<file path="src/rtl/mem_port_arbiter.sv">
`default_nettype none
// ----------------------------------------------------------------------------
// mem_port_arbiter : two-requester single-port memory arbiter, port 0 priority
//                    with port-1 starvation guard and read-data return routing
// Rev 1.0
// ----------------------------------------------------------------------------
module mem_port_arbiter #(
  parameter int ADDR_W    = 8,
  parameter int DATA_W    = 8,
  parameter int MAX_BURST = 4,
  parameter int RD_LAT    = 1
) (
  input  logic              clk,
  input  logic              reset,
  input  logic              req0,
  input  logic              req1,
  input  logic              we0,
  input  logic              we1,
  input  logic [ADDR_W-1:0] addr0,
  input  logic [ADDR_W-1:0] addr1,
  input  logic [DATA_W-1:0] wdata0,
  input  logic [DATA_W-1:0] wdata1,
  output logic              gnt0,
  output logic              gnt1,
  output logic              rvalid0,
  output logic              rvalid1,
  output logic [DATA_W-1:0] rdata0,
  output logic [DATA_W-1:0] rdata1,
  output logic              mem_en,
  output logic              mem_we,
  output logic [ADDR_W-1:0] mem_addr,
  output logic [DATA_W-1:0] mem_wdata,
  input  logic [DATA_W-1:0] mem_rdata
);

  localparam int               CNT_W   = $clog2(MAX_BURST + 1);
  localparam logic [CNT_W-1:0] CNT_MAX = CNT_W'(MAX_BURST);

  typedef enum logic [0:0] {
    ST_PRIO0  = 1'b0,
    ST_FORCE1 = 1'b1
  } arb_state_e;

  arb_state_e        state_q, state_d;
  logic [CNT_W-1:0]  cnt_q, cnt_d;
  logic              gnt0_q, gnt0_d;
  logic              gnt1_q, gnt1_d;
  logic              en_q, en_d;
  logic              we_q, we_d;
  logic [ADDR_W-1:0] addr_q, addr_d;
  logic [DATA_W-1:0] wdata_q, wdata_d;
  logic [RD_LAT-1:0] pv_q;
  logic [RD_LAT-1:0] pp_q;
  logic [DATA_W-1:0] rdata0_q, rdata1_q;
  logic              elig0, elig1;

  // A port whose grant is on the bus this cycle must not be issued again.
  assign elig0 = req0 & ~gnt0_q;
  assign elig1 = req1 & ~gnt1_q;

  always_comb begin
    gnt0_d = 1'b0;
    gnt1_d = 1'b0;
    cnt_d  = '0;
    unique case (state_q)
      ST_FORCE1: begin
        if (elig1) begin
          gnt1_d = 1'b1;
        end else if (elig0) begin
          gnt0_d = 1'b1;
        end
      end
      default: begin
        if (elig0) begin
          gnt0_d = 1'b1;
          cnt_d  = elig1 ? cnt_q + CNT_W'(1) : '0;
        end else if (elig1) begin
          gnt1_d = 1'b1;
        end
      end
    endcase
    state_d = (cnt_d == CNT_MAX) ? ST_FORCE1 : ST_PRIO0;

    en_d    = gnt0_d | gnt1_d;
    we_d    = gnt1_d ? we1 : (gnt0_d & we0);
    addr_d  = gnt1_d ? addr1  : (gnt0_d ? addr0  : addr_q);
    wdata_d = gnt1_d ? wdata1 : (gnt0_d ? wdata0 : wdata_q);
  end

  always_ff @(posedge clk) begin
    if (reset) begin
      state_q <= ST_PRIO0;
      cnt_q   <= '0;
      gnt0_q  <= 1'b0;
      gnt1_q  <= 1'b0;
      en_q    <= 1'b0;
      we_q    <= 1'b0;
      addr_q  <= '0;
      wdata_q <= '0;
    end else begin
      state_q <= state_d;
      cnt_q   <= cnt_d;
      gnt0_q  <= gnt0_d;
      gnt1_q  <= gnt1_d;
      en_q    <= en_d;
      we_q    <= we_d;
      addr_q  <= addr_d;
      wdata_q <= wdata_d;
    end
  end

  // Read-return pipe: stage 0 is loaded the cycle after issue, so the tail
  // lines up with mem_rdata RD_LAT cycles after the grant.
  always_ff @(posedge clk) begin
    if (reset) begin
      pv_q     <= '0;
      pp_q     <= '0;
      rdata0_q <= '0;
      rdata1_q <= '0;
    end else begin
      pv_q[0] <= en_q & ~we_q;
      pp_q[0] <= gnt1_q;
      for (int i = 1; i < RD_LAT; i++) begin
        pv_q[i] <= pv_q[i-1];
        pp_q[i] <= pp_q[i-1];
      end
      if (rvalid0) rdata0_q <= mem_rdata;
      if (rvalid1) rdata1_q <= mem_rdata;
    end
  end

  assign gnt0      = gnt0_q;
  assign gnt1      = gnt1_q;
  assign mem_en    = en_q;
  assign mem_we    = we_q;
  assign mem_addr  = addr_q;
  assign mem_wdata = wdata_q;
  assign rvalid0   = pv_q[RD_LAT-1] & ~pp_q[RD_LAT-1];
  assign rvalid1   = pv_q[RD_LAT-1] &  pp_q[RD_LAT-1];
  assign rdata0    = rvalid0 ? mem_rdata : rdata0_q;
  assign rdata1    = rvalid1 ? mem_rdata : rdata1_q;

endmodule
`default_nettype wire

</file>
<file path="config.mk">
export PLATFORM = sky130hd
export DESIGN_NAME = mem_port_arbiter
export DESIGN_NICKNAME = d
export VERILOG_FILES = /design/src/rtl/mem_port_arbiter.sv
export SDC_FILE = /design/constraint.sdc
export NUM_CORES = 1
export LEC_CHECK = 0
export ABC_AREA = 1
export CAP_MARGIN = 20
export CORE_ASPECT_RATIO = 0.5
export CORE_UTILIZATION = 42
export CTS_BUF_LIST = sky130_fd_sc_hd__clkbuf_16
export DETAILED_ROUTE_END_ITERATION = 8
export PLACE_DENSITY = 0.8
export SYNTH_ARGS = -nofsm -noshare
export SYNTH_HDL_FRONTEND = slang
export SYNTH_SLANG_ARGS = --single-unit
</file>
<file path="constraint.sdc">
create_clock -name clk -period 1.7 [get_ports clk]
set_clock_uncertainty 0.1 [all_clocks]
set_input_delay 0.34 -clock clk [delete_from_list [all_inputs] [get_ports clk]]
set_output_delay 0.34 -clock clk [all_outputs]
set_load 0.1 [all_outputs]
</file>
Word level (Yosys, flattened, before mapping) --
Cells that the tools add are included.
Storage, ports and cells: flip-flop bits (word level) 42, latch bits 0, RAM bits 0, bits in read-only memories 0, bits of input ports 46, output and inout port bits 38, word-level logic and storage cells 43, memories 0
Cells by class: $add $sub $neg 1, $mul 0, divide/modulo/power cells 0, magnitude comparators 0, eq/ne operators 1, shifts and indexed selects 0, mux-type cells 17, bitwise operators 11, reductions and logical operators 1
Operators by type and width (number):
- $mux 8 | 6
- $mux 3 | 3
- $mux 1 | 8
- $and 1x1->1 | 6
- $not 1->1 | 4
- $add 3x1->3 const B | 1
- $eq 3x3->1 const B | 1
- $reduce_bool 2->1 | 1
- $or 1x1->1 | 1

Logic depth before layout (Yosys ltp) --
depth in word-level cells 7, mapped depth 7, gate-level depth less buffers 7

Least setup slack after synthesis --
Ideal clock, no wire load.
kind reg-to-output, start reg pv_q, end out rdata1[0], arrival 2.026 ns, data required time 1.260 ns, slack -0.766 ns, cell stages (with the launch flop) 6, path buffers 0, cells stage by stage dfxtp_1 -> nand2_1 -> inv_1 -> or2_2 -> o21ai_0 -> inv_1
Between the ends: cells in the longest elaborated chain, start to end 2
Ends and longest elaborated chain:
- from (decl) | RTL line 52 | logic [RD_LAT-1:0] pv_q;
- from (signal, indexed assignment) | RTL line 124 | pv_q[i] <= pv_q[i-1];
- $and 1x1->1 | RTL line 139 | assign rvalid1 = pv_q[RD_LAT-1] & pp_q[RD_LAT-1];
- named net rvalid1 | RTL line 26 | output logic rvalid1,
- $mux 8
- to (decl) | RTL line 28 | output logic [DATA_W-1:0] rdata1,
The timed path passes the listed nets, and every way through them passes these cells.

Worst setup path after layout --
start reg pv_q, end out rdata0[3]
Between the ends: cells in the longest elaborated chain, start to end 2
Ends and longest elaborated chain:
- $and 1x1->1 | RTL line 138 | assign rvalid0 = pv_q[RD_LAT-1] & ~pp_q[RD_LAT-1];
- $mux 8
- to (decl) | RTL line 27 | output logic [DATA_W-1:0] rdata0,
No other way between the ends.

==> results.cfg <==
[worst_setup_path]
slowest_delay_ns = 0.37
worstSetupPathType = reg2out
crit_chain = inv_2 -> or2_4 -> buf_12 -> o21ai_4 -> clkinvlp_4 -> buf_12
arrival_ns = 1.57
required_ns = 1.26
cpMaxStageDelayCell = dfxtp_4
rr_endpoint = rdata1_q[4]
r2r_cells = 8
r2r-start = pv_q
timing.critical_path.from_type = flip-flop
end_kind = output pin
reg2reg_slack_ns = 0.18
crit_path_frequent_cell = buf_12
critPathMaxFanout = 5

[synth]
syn_inst = 279
seq_area_frac_synth = 0.4234
yosysTopAreaCellShare = 0.4234
synth_edf_count = 0
syn_area_um2 = 1986
ys_top_cells_by_area = dfxtp_1 42%, inv_1 12%, nand2_1 12%
synth_cell_types = 27
synth_common_cells = 64 x inv_1, 63 x nand2_1, 42 x dfxtp_1
async_flop_share = 0
syn-num-nets = 326
yosysMostFrequentCell = inv_1
synthFlopType = dfxtp_1
synth_warnings = 0
synth_largest_area_cell = dfxtp_1
synth.avg_cell_area_um2 = 7.117
ys_ff_latch = 42

[sta]
period_needed_ns = 2.009
slew_viol_final = 0
setup_viol = 18
hold_viol = 0
slew_headroom = 0.8176
rsz0062_at_grt = yes
period_share = 1.182
fmax_ghz = 0.4978
tightest_slew_ns = 0.2725
setup_ws_ns = -0.3089

[layout]
fin_nets = 434
antennaDiodeCount = 0
fin_util = 0.8653
fin_area_um2 = 3865
drive_above_1_share = 0.3557
areaGrowthSynthToFinish_pct = 94.64

[routing]
drt_iter0_markers = 55
first_pass_iters = 4
wl_mm = 6.739
viasPerCell = 4.782
postRouteAntennaNets = 0
drc = 0
wl_per_cell_um = 15.14
route.vias.total = 2128

[clock_tree]
cts_sinks = 42
cts_buffer_depth = 2
clkTransAtPathRegs_ns = 0.06
cts_tree = built
clock_latency_ns = 0.28
numCtsBuffers = 5
root_buffer = clkbuf_16
h-tree-depth = 2

[pwr]
powerDensity_nw_per_um2 = 850.5
p_seq_frac = 0.335
power_switching_w = 0.001219
p_int_w = 0.002068
leakage_nw = 1.866
p_total_w = 0.003287
swShare = 0.3709
ir_drop_uv = 695.4
p_clk_frac = 0.281
combPwrFrac = 0.384

[grt]
grt_pass1_wl_mm = 10.12
antenna_found_initial = 0
grt_use_total = 0.2604
grt_pass1_vias = 2162
gr-total-overflow = 0
grt_max_degree = 26

[hold_path]
min_from = mem_we
holdCritPathClass = reg2reg
min_delay_path_depth = 1
hold_end = pv_q

[status]
status = finished, violations left
violations = negative setup slack

[floorplan]
fp.dieH_um = 50.62
die_w_um = 99.24
start_util = 0.4445
dieArea_um2 = 5024
pin_count = 84
core_um2 = 4467
placementRows = 17

[placement]
place_hpwl_mm = 4.056
port_buffers = 83
pre_cts_slack_ns = -0.1019
placedInstanceArea_um2 = 3460
routabilityCongestion = 0.7564

[job]
maxCapViolations = 0
## area by class of cell
cell class                      count  area, um2
Timing Repair Buffer              110       1516
Multi-Input combinational cell    160      987.2
Sequential cell                    42      848.3
Fill cell                         218      601.8
Inverter                           67      292.8
Clock buffer                        5      125.1
Tap cell                           57      71.32
Clock inverter                      3      16.27
Timing Repair inverter              1      7.507
## metal layers
| layer | vias to the layer above | routed length [um] | part of all wire | global-route usage |
|---|---|---|---|---|
| li1 | 1039 | - | - | - |
| met1 | 1012 | 2633 | 0.39 | 0.2783 |
| met2 | 65 | 3749 | 0.56 | 0.5313 |
| met3 | 12 | 251 | 0.037 | 0.05153 |
| met4 | 0 | 105 | 0.016 | 0.06127 |
| met5 | - | 0 | 0 | 0 |
## stage by stage
stage,cells,setup TNS [ns],hold slack [ns]
2_1_floorplan,279,-5.046,0.3270
5_1_grt,445,-4.845,0.3984
3_3_place_gp,425,-0.3448,0.3382
3_5_place_dp,425,-0.9186,0.3617
4_1_cts,442,-3.533,0.3651
6_report,445,-4.291,0.3775
## critical path, delay by kind of cell (launching register included)
family	cells	cell delay, ns
buf+inv	4	0.49
flops	1	0.37
simple gates	1	0.27
compound gates	1	0.15
## cell families after synthesis
logic type | after synthesis | share of synthesized area
and+or+nand+nor | 141 | 0.3378
DFF | 42 | 0.4234
buffers and inverters | 77 | 0.1663
AOI/OAI and AO/OA | 18 | 0.06616
adders and majority gates | 1 | 0.006300
## registers in the layout (all words and copies together) (netlist names)
| signal | flops |
|---|---|
| mem_addr | 8 |
| mem_wdata | 8 |
| rdata0_q | 8 |
| rdata1_q | 8 |
| cnt_q | 3 |
| gnt0 | 1 |
| gnt1 | 1 |
| mem_en | 1 |
| mem_we | 1 |
| pp_q | 1 |
| pv_q | 1 |
| state_q | 1 |
## layout by cell type, fill, tap and decap left out, drive strengths merged
cell,count
ha,1
clkinvlp,5
nor3,2
o21ai,16
a21oi,2
clkbuf,6
nand3b,1
inv,64
or2,9
nor2,26
nand2,68
clkdlybuf4s50,45
dfxtp,42
nand3,34
buf,64
clkinv,2
and2,1
## worst max path at each step
stage	to	cells after the start	start	slack [ns]
5_1_grt	rdata0[3]	6	pv_q	-0.35
6_report	rdata0[3]	6	pv_q	-0.31
3_5_place_dp	rdata1[0]	4	mem_rdata[0]	-0.10
3_3_place_gp	rdata1[0]	4	mem_rdata[0]	-0.07
4_1_cts	rdata0[3]	6	pv_q	-0.27
2_1_floorplan	rdata1[2]	5	pv_q	-0.41
## power groups by stage
stage          sequential, W  clock [W]  combinational [W]
2_1_floorplan        0.00139          0           0.000416
3_3_place_gp         0.00112          0            0.00117
3_5_place_dp         0.00112          0            0.00119
4_1_cts              0.00110   0.000911            0.00123
5_1_grt              0.00111   0.000967            0.00131
6_report             0.00110   0.000924            0.00126
## what timing repair did
action,4_1_cts,5_1_grt
endpoints found under the setup margin,17,18
resized for setup,28,14
pin swaps,10,4
buffers inserted,8,3
hold buffers,0,0
cloned,2,1
No activity file was read; power rests on OpenSTA's default activity.
